===== config.mk =====
export PLATFORM = sky130hd
export DESIGN_NAME = cartoon_compose
export DESIGN_NICKNAME = d
export VERILOG_FILES = /design/src/rtl/cartoon_compose_pkg.sv /design/src/rtl/cartoon_thr_fsm.sv /design/src/rtl/cartoon_compose.sv
export SDC_FILE = /design/constraint.sdc
export NUM_CORES = 1
export LEC_CHECK = 0
export BUFFER_PORTS_ARGS = -buffer_cell sky130_fd_sc_hd__buf_2
export CAP_MARGIN = 15
export CELL_PAD_IN_SITES_DETAIL_PLACEMENT = 1
export CELL_PAD_IN_SITES_GLOBAL_PLACEMENT = 2
export CORE_ASPECT_RATIO = 0.6
export CORE_MARGIN = 8
export CORE_UTILIZATION = 42
export CTS_BUF_LIST = sky130_fd_sc_hd__clkbuf_2
export DETAILED_ROUTE_END_ITERATION = 8
export GPL_TIMING_DRIVEN = 0
export PLACE_DENSITY_LB_ADDON = 0.1
export SYNTH_ARGS = -nofsm -noshare
export SYNTH_HDL_FRONTEND = slang
export SYNTH_SLANG_ARGS = --single-unit

===== constraint.sdc =====
create_clock -name clk -period 6.23 [get_ports clk]
set_clock_uncertainty 0.1 [all_clocks]
set_input_delay 1.246 -clock clk [delete_from_list [all_inputs] [get_ports clk]]
set_output_delay 1.246 -clock clk [all_outputs]
set_load 0.01 [all_outputs]

===== src/rtl/cartoon_compose_pkg.sv =====
// Shared definitions for the cartoon compose stage: HSV field layout,
// threshold FSM states and counter helpers.
package cartoon_compose_pkg;

  localparam int H_MSB = 23;
  localparam int S_MSB = 15;
  localparam int V_MSB = 7;

  localparam logic [19:0] CNT_MAX = 20'hF_FFFF;

  typedef enum logic [1:0] {
    ST_MANUAL,
    ST_ACCUM,
    ST_UPDATE
  } thr_state_t;

  // Edge counter increment that sticks at the top instead of wrapping.
  function automatic logic [19:0] sat_inc(input logic [19:0] c, input logic b);
    return (b && (c != CNT_MAX)) ? c + 20'd1 : c;
  endfunction

  // Saturation boost S + S/4, clipped to 8 bits via a 9-bit sum.
  function automatic logic [7:0] boost_sat(input logic [7:0] s);
    logic [8:0] t;
    t = {1'b0, s} + {3'b000, s[7:2]};
    return t[8] ? 8'hFF : t[7:0];
  endfunction

endpackage


===== src/rtl/cartoon_thr_fsm.sv =====
// Adaptive edge threshold: counts edge pixels per frame and nudges the
// threshold up or down at each frame start.
module cartoon_thr_fsm
  import cartoon_compose_pkg::*;
#(
  parameter int THR_INIT = 64,
  parameter int THR_MIN  = 8,
  parameter int THR_STEP = 4,
  parameter int HI_CNT   = 40000,
  parameter int LO_CNT   = 10000
) (
  input  logic        clk,
  input  logic        rst,
  input  logic        auto_thr,
  input  logic [7:0]  thr_manual,
  input  logic        frame_start,
  input  logic        e,
  output logic [7:0]  thr_cur,
  output logic [19:0] edge_cnt
);

  thr_state_t  state;
  logic [19:0] run_cnt;
  logic [19:0] frame_cnt;
  logic [8:0]  thr_up;
  logic [7:0]  thr_inc;
  logic [7:0]  thr_dec;

  assign thr_up  = {1'b0, thr_cur} + 9'(THR_STEP);
  assign thr_inc = thr_up[8] ? 8'hFF : thr_up[7:0];
  assign thr_dec = ({1'b0, thr_cur} < 9'(THR_MIN + THR_STEP)) ? 8'(THR_MIN)
                                                              : thr_cur - 8'(THR_STEP);

  // NOTE: sequential state uses <= so every register samples pre-edge values.
  always_ff @(posedge clk or negedge rst) begin
    if (!rst) begin
      state     <= ST_MANUAL;
      run_cnt   <= '0;
      frame_cnt <= '0;
      thr_cur   <= 8'(THR_INIT);
      edge_cnt  <= '0;
    end else begin
      case (state)
        ST_MANUAL: begin
          if (auto_thr) begin
            // Keep thr_cur (last manual value) and count this pixel already.
            state   <= ST_ACCUM;
            run_cnt <= sat_inc(frame_start ? 20'd0 : run_cnt, e);
          end else begin
            thr_cur <= thr_manual;
            if (frame_start) run_cnt <= '0;
          end
        end
        ST_ACCUM: begin
          if (!auto_thr) begin
            state   <= ST_MANUAL;
            run_cnt <= '0;
          end else if (frame_start) begin
            // The frame-start pixel belongs to the new frame.
            state     <= ST_UPDATE;
            frame_cnt <= run_cnt;
            run_cnt   <= {19'd0, e};
          end else begin
            run_cnt <= sat_inc(run_cnt, e);
          end
        end
        ST_UPDATE: begin
          edge_cnt <= frame_cnt;
          if (frame_cnt > 20'(HI_CNT))      thr_cur <= thr_inc;
          else if (frame_cnt < 20'(LO_CNT)) thr_cur <= thr_dec;
          run_cnt <= sat_inc(run_cnt, e);
          state   <= auto_thr ? ST_ACCUM : ST_MANUAL;
        end
        default: state <= ST_MANUAL;
      endcase
    end
  end

endmodule


===== src/rtl/cartoon_compose.sv =====
// Cartoon compose: edge threshold, 3-tap horizontal dilation, posterize and
// saturation boost of the blurred HSV pixel; fixed 3-cycle latency.
module cartoon_compose
  import cartoon_compose_pkg::*;
#(
  parameter int LINE_W    = 640,
  parameter int POST_BITS = 3,
  parameter int THR_INIT  = 64,
  parameter int THR_MIN   = 8,
  parameter int THR_STEP  = 4,
  parameter int HI_CNT    = 40000,
  parameter int LO_CNT    = 10000
) (
  input  logic        clk,
  input  logic        rst,
  input  logic [12:0] col,
  input  logic [12:0] x_count,
  input  logic        en,
  input  logic        auto_thr,
  input  logic [7:0]  thr_manual,
  input  logic [7:0]  edge_in,
  input  logic [23:0] blur_in,
  input  logic [23:0] pass_in,
  output logic [23:0] pixel_out,
  output logic [23:0] pass_thru,
  output logic [7:0]  thr_cur,
  output logic [19:0] edge_cnt
);

  localparam logic [12:0] LAST_X = 13'(LINE_W - 1);
  localparam logic [7:0]  V_MASK = 8'(8'hFF << (8 - POST_BITS));

  logic [7:0]  thr_eff;
  logic        e_now;
  logic        frame_start;

  logic        s1_e;
  logic        s1_en;
  logic [12:0] s1_x;
  logic [23:0] s1_blur;
  logic [23:0] s1_pass;
  logic        e_prev;

  logic        s2_d;
  logic        s2_en;
  logic [23:0] s2_blur;
  logic [23:0] s2_pass;

  logic        d_now;
  logic [23:0] composed;

  assign thr_eff     = auto_thr ? thr_cur : thr_manual;
  assign e_now       = edge_in > thr_eff;
  assign frame_start = (col == 13'd0) && (x_count == 13'd0);

  // Neighbours of the stage-1 pixel: e_prev is x-1, the live input is x+1.
  assign d_now = s1_e
               | ((s1_x != 13'd0)  & e_prev)
               | ((s1_x != LAST_X) & e_now);

  // NOTE: always_comb assigns a default first so no path leaves composed unassigned (no latch).
  always_comb begin
    composed = s2_blur;
    if (s2_en) begin
      composed = {s2_blur[H_MSB:S_MSB+1],
                  boost_sat(s2_blur[S_MSB:V_MSB+1]),
                  s2_d ? 8'd0 : (s2_blur[V_MSB:0] & V_MASK)};
    end
  end

  // NOTE: datapath registers are reset as well, so outputs right after reset are defined zeros.
  always_ff @(posedge clk or negedge rst) begin
    if (!rst) begin
      s1_e      <= 1'b0;
      s1_en     <= 1'b0;
      s1_x      <= '0;
      s1_blur   <= '0;
      s1_pass   <= '0;
      e_prev    <= 1'b0;
      s2_d      <= 1'b0;
      s2_en     <= 1'b0;
      s2_blur   <= '0;
      s2_pass   <= '0;
      pixel_out <= '0;
      pass_thru <= '0;
    end else begin
      s1_e      <= e_now;
      s1_en     <= en;
      s1_x      <= x_count;
      s1_blur   <= blur_in;
      s1_pass   <= pass_in;
      e_prev    <= s1_e;
      s2_d      <= d_now;
      s2_en     <= s1_en;
      s2_blur   <= s1_blur;
      s2_pass   <= s1_pass;
      pixel_out <= composed;
      pass_thru <= s2_pass;
    end
  end

  cartoon_thr_fsm #(
    .THR_INIT (THR_INIT),
    .THR_MIN  (THR_MIN),
    .THR_STEP (THR_STEP),
    .HI_CNT   (HI_CNT),
    .LO_CNT   (LO_CNT)
  ) u_thr_fsm (
    .clk         (clk),
    .rst         (rst),
    .auto_thr    (auto_thr),
    .thr_manual  (thr_manual),
    .frame_start (frame_start),
    .e           (e_now),
    .thr_cur     (thr_cur),
    .edge_cnt    (edge_cnt)
  );

endmodule


# After elaboration in Yosys (flattened, before gate mapping)
# Index checks and enable logic that the tools add are counted.
# W data, S select, Z words.
[word_totals]
output_inout_bits = 76
ff_bits = 232
[classes]
n_eq_ne = 8
muxes = 21
n_reduce_logical = 12
n_bitwise = 4
n_addsub = 5
n_lt_le_gt_ge = 4
[ops]
columns = ["cell", "n"]
rows = [
  ["$mux W20", 6],
  ["$pmux W20 S3", 1],
  ["$mux W8", 7],
  ["$add A20 B1 Y20 const B", 2],
  ["$ne A20 B20 Y1 const B", 2],
  ["$logic_not A13 Y1", 2],
  ["$gt A20 B16 Y1 const B", 1],
  ["$lt A20 B14 Y1 const B", 1],
  ["$mux W16", 1],
  ["$pmux W8 S2", 1],
  ["$ne A13 B10 Y1 const B", 1],
  ["$reduce_bool A13 Y1", 1],
  ["$add A8 B3 Y9 const B", 1],
  ["$add A8 B6 Y9", 1],
  ["$gt A8 B8 Y1", 1],
  ["$lt A8 B4 Y1 const B", 1],
  ["$sub A8 B3 Y8 const B", 1],
  ["$mux W2", 3],
  ["$pmux W2 S3", 1],
  ["$reduce_and A2 Y1", 2],
  ["$logic_and A1 B1 Y1", 3],
  ["$ne A3 B1 Y1 const B", 1],
  ["$ne A3 B2 Y1 const B", 1],
  ["$reduce_and A3 Y1", 1],
  ["other kinds (9)", 11],
]

# Depth between registers and ports, before layout
# Gate-level depths: netlist of the first run.
[logic_depth]
word_depth = 8
depth_mapped = 11
depth_no_buf = 10

# Modules after synthesis
# A second synthesis of the first run with hierarchy kept.
[hier_totals]
cells_unflattened = 729
hier_area_um2 = 9128.8
[modules_own_cells]
columns = ["mod", "instances", "area_each_um2", "cells_each"]
rows = [
  ["cartoon_compose", 1, 4844.6, 270],
  ["cartoon_thr_fsm", 1, 4284.1, 459],
]

# Worst setup path after synthesis of the first run
# OpenSTA, ideal clock, no wires.
[synth_timing]
path_type = "in2reg"
startpoint = "in auto_thr"
endpoint = "reg u_thr_fsm.run_cnt[13]"
t_required_ps = 6043
cell_stages = 11
n_path_buf = 2
slack_ps = 2521
arrival_ps = 3522
setup_time_ps = 87
cell_sequence = "clkbuf_1 > mux2i_1 > ha_1 > nand3_1 > nor3_1 > or3_1 > nor2_2 > buf_4 > nand3_1 > or3_1 > o211ai_1"
[synth_between]
elab_chain_cells = 7
elab_cells_between_ends = 10
[synth_lines]
columns = ["element", "line_no", "text"]
rows = [
  ["start: declaration", "cartoon_compose.sv:19", "input logic auto_thr,"],
  ["$mux W8", "--", ""],
  ["$gt A8 B8 Y1", "cartoon_compose.sv:53", "assign e_now = edge_in > thr_eff;"],
  ["$logic_and A1 B1 Y1", "cartoon_compose_pkg.sv:19", "return (b && (c != CNT_MAX)) ? c + 20'd1 : c;"],
  ["$mux W20 (2 in series)", "--", ""],
  ["$mux W20", "cartoon_thr_fsm.sv:55", "if (!auto_thr) begin"],
  ["$pmux W20 S3 *", "cartoon_thr_fsm.sv:43", "case (state)"],
  ["end signal: assignment", "cartoon_thr_fsm.sv:48", "run_cnt <= sat_inc(frame_start ? 20'd0 : run_cnt, e);"],
  ["end signal: assignment", "cartoon_thr_fsm.sv:62", "run_cnt <= {19'd0, e};"],
  ["end signal: assignment", "cartoon_thr_fsm.sv:64", "run_cnt <= sat_inc(run_cnt, e);"],
  ["end: declaration", "cartoon_thr_fsm.sv:23", "logic [19:0] run_cnt;"],
]
# Mark *: on every way between the ends. The rest lies on a longest branch, timed or not.
# A chain may end at the register's enable or synchronous reset.

# Worst setup path in the final report of the first run
[layout_timing]
startpoint = "in auto_thr"
endpoint = "reg u_thr_fsm.run_cnt[10]"
# Same word-level chain as after synthesis.

==> results of run 1 <==
-- final cells by class --
type,count,area [sq um],area share [%]
Buffer,21,97.6,0.907
Inverter,23,86.3,0.802
Timing Repair Buffer,170,883,8.21
Tap cell,279,349,3.24
Clock buffer,77,385,3.58
Clock inverter,11,58.8,0.547
Multi-Input combinational cell,425,3090,28.7
Antenna cell,1,2.50,0.0233
Sequential cell,232,5810,54.0
-- kinds of logic (layout without fill, tap and decap cells) --
| logic type | count (synthesis) | count (layout) | synth area share, % |
|---|---|---|---|
| xor+xnor | 9 | 9 | 0.868 |
| buf+inv | 44 | 302 | 2.03 |
| mux | 56 | 56 | 6.77 |
| fa+ha+maj | 24 | 24 | 3.39 |
| simple gates | 200 | 200 | 12.3 |
| other cells | 0 | 1 | 0 |
| flops | 232 | 232 | 64.0 |
| compound gates | 136 | 136 | 10.7 |
-- metrics by stage --
step                      std cells  hold WS (ns)  total power (W)  area (sq um)
after CTS                      1238         0.230          0.00339         10800
final                          1239         0.226          0.00334         10800
after floorplan                 701         0.231          0.00214          9080
after global routing           1239         0.220          0.00355         10800
after global placement         1149         0.231          0.00241         10300
after detailed placement       1150         0.236          0.00245         10300
-- registers in the layout, indices dropped and copies added (netlist names), 2 cells and up --
signal / flops
s2_blur: 24
u_thr_fsm.state: 2
u_thr_fsm.edge_cnt: 20
s1_x: 13
u_thr_fsm.frame_cnt: 20
s2_pass: 24
s1_blur: 24
u_thr_fsm.thr_cur: 8
s1_pass: 24
pixel_out: 24
u_thr_fsm.run_cnt: 20
pass_thru: 24
-- per-layer routing --
metal	routed length, microns	global-route usage (%)	vias to the layer above
li1	-	-	3023
met1	12600	28.7	3342
met2	10800	27.8	205
met3	1730	5.35	40
met4	438	6.53	2
met5	13	0	-
-- worst max-delay path, stage by stage --
cell and delay (ns):
buf_2 0.16, clkbuf_1 0.62, mux2i_1 0.32, ha_1 0.28, nand3_1 0.19, nor3_1 0.09, or3_1 0.36, nor4_1 0.55
o221a_1 0.42, nand3_1 0.12, o21a_1 0.12
-- power groups by stage --
stage               registers [W]  logic, W  clock network [W]
floorplan                 0.00172  0.000416                  0
global placement          0.00172  0.000691                  0
detailed placement        0.00173  0.000723                  0
CTS                       0.00170  0.000729           0.000966
global route              0.00171  0.000805            0.00103
finish                    0.00170  0.000729           0.000915
-- cells in the mapped netlist (all sizes together), types with 7 or more instances --
cell type	number
nand3	29
dfrtp	231
nor2	38
clkbuf	12
a21oi	23
and2	9
mux2i	13
o21ai	28
inv	22
buf	9
nor4	14
a21o	8
a31oi	7
nor2b	9
nor3	16
o211ai	13
mux2	43
nand4	19
ha	23
nand2	37
-- path summary, 6_finish.rpt --
kind                                             startpoint                                 to  slack [ns]  depth (start not counted)
max                                                auto_thr  u_thr_fsm.run_cnt[10]$_DFFE_PN0P_        2.39                         11
min                                   s2_pass[11]$_DFF_PN0_            pass_thru[11]$_DFF_PN0_        0.23                          0
max reg2reg                u_thr_fsm.thr_cur[6]$_DFFE_PN1P_  u_thr_fsm.run_cnt[10]$_DFFE_PN0P_        2.80                         10
min reg2reg                           s2_pass[11]$_DFF_PN0_            pass_thru[11]$_DFF_PN0_        0.23                          0
max in group asynchronous                               rst  u_thr_fsm.run_cnt[10]$_DFFE_PN0P_        4.61                          2
min in group asynchronous                               rst   u_thr_fsm.run_cnt[2]$_DFFE_PN0P_        0.39                          1
==> out/results.ini, run 1 <==
[clock_network]
clockBufferDepth = 3
cts_tree = built
cts_setup_buffers = 0
cts_root_buffer = clkbuf_2
path_clk_slew_ns = 0.11
cts-buffers-inserted = 52
clock_latency_ns = 0.86
hold_buffers = 0
cts.sinks = 232
htree_levels = 2
ctsResizeCount = 0

[synth]
yosysTopAreaCell = dfrtp_1
synth_top_flop_cell = dfrtp_1
ys_warn_count = 0
syn_area_per_cell_sq_um = 13.0
syn_area_sq_mm = 0.00908
syn_inst = 701
yosys-top-cells-area = dfrtp_1 (64%), mux2_2 (5.3%), ha_1 (3.2%)
synth-edff-count = 0
async_flop_share_pct = 100
seq_area_frac_synth_pct = 64.0
synth_top_area_share_pct = 63.7
synth_nets = 819
yosysUniqueCellTypes = 76
ys_ff_latch = 232

[timing]
period_minus_slack_ns = 3.84
final.setup.tns_ns = 0
hold_violations = 0
worst_slack_ns = 2.39
setup_viol = 0
worstMarginPinSlew_ns = 0.969
rsz0062_at_grt = false
fmax_mhz = 260
max_slew_margin_pct = 34.9
fin_crit_sh_pct = 61.6
maxSlewViolCount = 0

[worst_setup_path]
cp.arrival_ns = 4.47
critical_path_class = in -> reg
cp.required_ns = 6.86
startpoint_type = input pin
setup.worst_path.end_class = register
crit_fanout = 10

[routing]
drc_errors = 0
wl_microns = 25700
vias_per_cell = 5.34
ant_nets = 0
wire_per_inst_microns = 20.7
dr_total_vias = 6612
drt_pre_antenna_iters = 5
detail_route.iter0.violations = 274

[global_route]
antenna_found_initial = 2
grt_pass1_wl_microns = 40800
grt_max_degree = 124
grt_usage_pct = 19.6
overflow = 0
grt_pass1_vias = 7283

[layout]
fillCellCount = 2284
final_common_cell = dfrtp_1
fin_util_pct = 50.9
final_cell_mix = dfrtp_1 (231), buf_2 (173), clkbuf_2 (78)
area_delta_synth_final_pct = 18.5
fin_nets = 1043
drive_gt1_share_pct = 33.7

[floorplanning]
start_util_pct = 43.0
core_sq_mm = 0.0211
rows = 41
die_height_microns = 130
die_area_sq_mm = 0.0267
ioPinCount = 170
die_w_microns = 206

[placement]
dp_hpwl_microns = 19200
portBuffers = 169
place_congestion = 0.888
pre_cts_ws_ns = 1.63

[pwr]
p_int_w = 0.00221
swShare_pct = 33.9
pwr-share-clk_pct = 27.4
cellLeakagePower_nw = 5.26
seq_power_share_pct = 50.8
p_sw_w = 0.00113
power-per-cell-area_mw_per_mm2 = 311
power_frac_comb_pct = 21.8
peakVddDrop_v = 0.000155

[status]
outcome = complete, no violations

[hold_path]
hold_path.class = reg -> reg

[flow_run]
max-cap-violations = 0

No activity file was read; power rests on OpenSTA's default activity.
==> inputs of run 2 (changes only) <==
- ABC_AREA: not set -> 1
- CORE_UTILIZATION: 42 -> 36
- clock period: 6.23 -> 4 ns (I/O delays scaled with it)
==> out/results.ini, run 2 <==
[global_route]
grt_pass1_wl_microns = 48400  ; was 40800 microns
use_met1_pct = 28.5  ; was 28.7%
grt_usage_pct = 19.5  ; was 19.6%
grt.busiest_layer = met2  ; was met1
grt_max_degree = 125  ; was 124
grt_pass1_vias = 8545  ; was 7283
overflow = 0  ; unchanged
grtUsageMet2_pct = 28.6  ; was 27.8%
use_met3_pct = 4.98  ; was 5.35%
antenna_found_initial = 1  ; was 2

[floorplanning]
start_util_pct = 36.4  ; was 43.0%
die_area_sq_mm = 0.0322  ; was 0.0267 sq mm
die_w_microns = 226  ; was 206 microns
rows = 46  ; was 41
die_height_microns = 142  ; was 130 microns
ioPinCount = 170  ; unchanged
core_sq_mm = 0.0262  ; was 0.0211 sq mm

[timing]
hold_violations = 0  ; unchanged
maxSlewViolCount = 0  ; unchanged
worstMarginPinSlew_ns = 0.715  ; was 0.969 ns
fmax_mhz = 269
final.setup.tns_ns = 0  ; unchanged
fin_crit_sh_pct = 93.1
setup_viol = 0  ; unchanged
period_minus_slack_ns = 3.72
rsz0062_at_grt = false  ; unchanged
max_slew_margin_pct = 52.4  ; was 34.9%

[synth]
yosysTopAreaCell = dfrtp_1  ; unchanged
yosysUniqueCellTypes = 53  ; was 76
synth_most_common_cell = dfrtp_1  ; unchanged
syn_area_sq_mm = 0.00955  ; was 0.00908 sq mm
synth-edff-count = 0  ; unchanged
yosys-top-cells-area = dfrtp_1 (61%), nand2_1 (8.6%), nor2_1 (4.2%)  ; was dfrtp_1 (64%), mux2_2 (5.3%), ha_1 (3.2%)
synth_top_area_share_pct = 60.5  ; was 63.7%
syn_area_per_cell_sq_um = 9.55  ; was 13.0 sq um
async_flop_share_pct = 100  ; unchanged
yosys-top-cells-count = dfrtp_1 (231), nand2_1 (219), nor2_1 (108)  ; was dfrtp_1 (231), mux2_2 (43), nand2_1 (37)
synth_nets = 1118  ; was 819
synth_top_flop_cell = dfrtp_1  ; unchanged
syn_inst = 1000  ; was 701
ys_ff_latch = 232  ; unchanged
ys_warn_count = 0  ; unchanged
seq_area_frac_synth_pct = 60.8  ; was 64.0%

[placement]
portBuffers = 168  ; was 169
place_congestion = 0.845  ; was 0.888
dp_hpwl_microns = 22200  ; was 19200 microns

[routing]
wire_per_inst_microns = 18.3  ; was 20.7 microns
vias_per_cell = 4.71  ; was 5.34
drt_pre_antenna_iters = 5  ; unchanged
wl_microns = 30900  ; was 25700 microns
dr_total_vias = 7972  ; was 6612
detail_route.iter0.violations = 486  ; was 274
ant_nets = 0  ; unchanged
drc_errors = 0  ; unchanged

[clock_network]
clockBufferDepth = 3  ; unchanged
path_clk_slew_ns = 0.13  ; was 0.11 ns
htree_levels = 2  ; unchanged
cts_root_buffer = clkbuf_2  ; unchanged
ctsResizeCount = 0  ; unchanged
cts_tree = built  ; unchanged
cts.sinks = 232  ; unchanged
cts-buffers-inserted = 55  ; was 52
clock_latency_ns = 0.94  ; was 0.86 ns
hold_buffers = 63  ; was 0
cts_setup_buffers = 0  ; unchanged

[worst_setup_path]
startpoint_type = input pin  ; unchanged
path_common_cell = nor2_1  ; was nand3_1
cp.arrival_ns = 4.46  ; was 4.47 ns
setup.worst_path.end_class = register  ; unchanged
critical_path_class = in -> reg  ; unchanged
crit_fanout = 10  ; unchanged
crit_chain = dlygate4sd3_1 > buf_2 > nor2_1 > nand2_1 > nor2_1 > nand2_1 > nor2_1 > buf_2 > nor2_1 > ha_1 > inv_1 > nor2_1 > nand2_2 > nor2_4 > nand4_2 > nand2_4 > nor2_2 > nand2_1 > nand2_1 > nand3_1 > a21oi_1  ; was buf_2 > clkbuf_1 > mux2i_1 > ha_1 > nand3_1 > nor3_1 > or3_1 > nor4_1 > o221a_1 > nand3_1 > o21a_1
slowest_delay_ns = 0.53  ; was 0.62 ns
cp.required_ns = 4.74  ; was 6.86 ns
cpMaxStageDelayCell = dlygate4sd3_1  ; was clkbuf_1

[layout]
final_common_cell = dfrtp_1  ; unchanged
fin_util_pct = 46.0  ; was 50.9%
final_cell_mix = dfrtp_1 (231), nand2_1 (219), buf_2 (175)  ; was dfrtp_1 (231), buf_2 (173), clkbuf_2 (78)
drive_gt1_share_pct = 23.6  ; was 33.7%
area_delta_synth_final_pct = 26.4  ; was 18.5%
fin_nets = 1408  ; was 1043
regArea_sq_mm = 0.00581  ; unchanged
multi_input_comb_area_sq_mm = 0.00321  ; was 0.00309 sq mm
fillCellCount = 3127  ; was 2284

[pwr]
peakVddDrop_v = 0.000257  ; was 0.000155 V
cellLeakagePower_nw = 6.04  ; was 5.26 nW
p_total_w = 0.00534  ; was 0.00334 W
power-per-cell-area_mw_per_mm2 = 442  ; was 311 mW/mm^2

[status]
outcome = complete, no violations  ; unchanged

[flow_run]
max-cap-violations = 0  ; unchanged

[hold_path]
hold_path.class = reg -> reg  ; unchanged

-- run 2: changes by cell type after synthesis, moves of 10 or more --
cell | previous run | this run
mux2i_1 | 13 | 1
inv_1 | 21 | 95
a21oi_1 | 23 | 45
mux2_2 | 43 | 0
o21ai_0 | 25 | 54
nor2_1 | 36 | 108
inv_2 | 1 | 11
nand3_1 | 29 | 72
nand2_1 | 37 | 219
-- run 2: cell type report --
cell class	instances	area share, %
sequential	232	48.1
antenna	1	0.0207
clock inverter	23	1.23
timing repair buffer	233	12.7
tap	360	3.73
multi-input combinational	634	26.6
inverter	110	3.43
clock buffer	76	3.15
buffer	24	0.985
-- run 2: final timing paths --
check / startpoint / end / slack, ns / cells past startpoint
setup / recovery: x_count[1] / u_thr_fsm.run_cnt[7]$_DFFE_PN0P_ / 0.28 / 21
hold / removal: s1_pass[22]$_DFF_PN0_ / s2_pass[22]$_DFF_PN0_ / 0.16 / 0
setup reg to reg: u_thr_fsm.thr_cur[6]$_DFFE_PN1P_ / u_thr_fsm.run_cnt[7]$_DFFE_PN0P_ / 0.51 / 17
hold reg to reg: s1_pass[22]$_DFF_PN0_ / s2_pass[22]$_DFF_PN0_ / 0.16 / 0
max in group asynchronous: rst / u_thr_fsm.thr_cur[6]$_DFFE_PN1P_ / 2.20 / 4
min in group asynchronous: rst / u_thr_fsm.run_cnt[19]$_DFFE_PN0P_ / 0.22 / 2
-- run 2: layer usage --
metal,wire [microns],vias to the layer above
met2,13300,178
met4,383,0
met5,0,-
li1,-,3828
met1,15400,3931
met3,1820,35
-- run 2: report_power, final --
part           leakage [nW]  internal, W  switching, W
clock network         0.389     0.000653       0.00100
logic                  2.85     0.000382      0.000679
registers              2.80      0.00251      0.000114
total                  6.04      0.00354       0.00180
-- run 2: logic make-up (layout without fill, tap and decap cells) --
family	Yosys count	after routing	share of synthesized area, %
other cells	0	1	0
flops	232	232	60.8
fa+ha+maj	24	24	3.22
buf+inv	134	466	5.58
mux	1	1	0.105
simple gates	466	466	21.7
compound gates	133	133	7.70
xor+xnor	10	10	0.917
-- run 2: through the flow --
stage / cell area (sq um) / setup slack [ns] / std cells / hold WS, ns
after floorplan: 9550 / 0.991 / 1000 / 0.231
after global placement: 10800 / -2.11 / 1528 / 0.231
after detailed placement: 10900 / -0.0571 / 1530 / 0.236
after CTS: 12100 / 0.407 / 1692 / 0.0843
after global routing: 12100 / 0.119 / 1693 / 0.143
final: 12100 / 0.276 / 1693 / 0.159
-- run 2: critical path: cells and delay by family --
family / cells / cell delay [ns]
simple gates: 15 / 2.13
buf+inv: 4 / 1.15
fa+ha+maj: 1 / 0.21
compound gates: 1 / 0.15
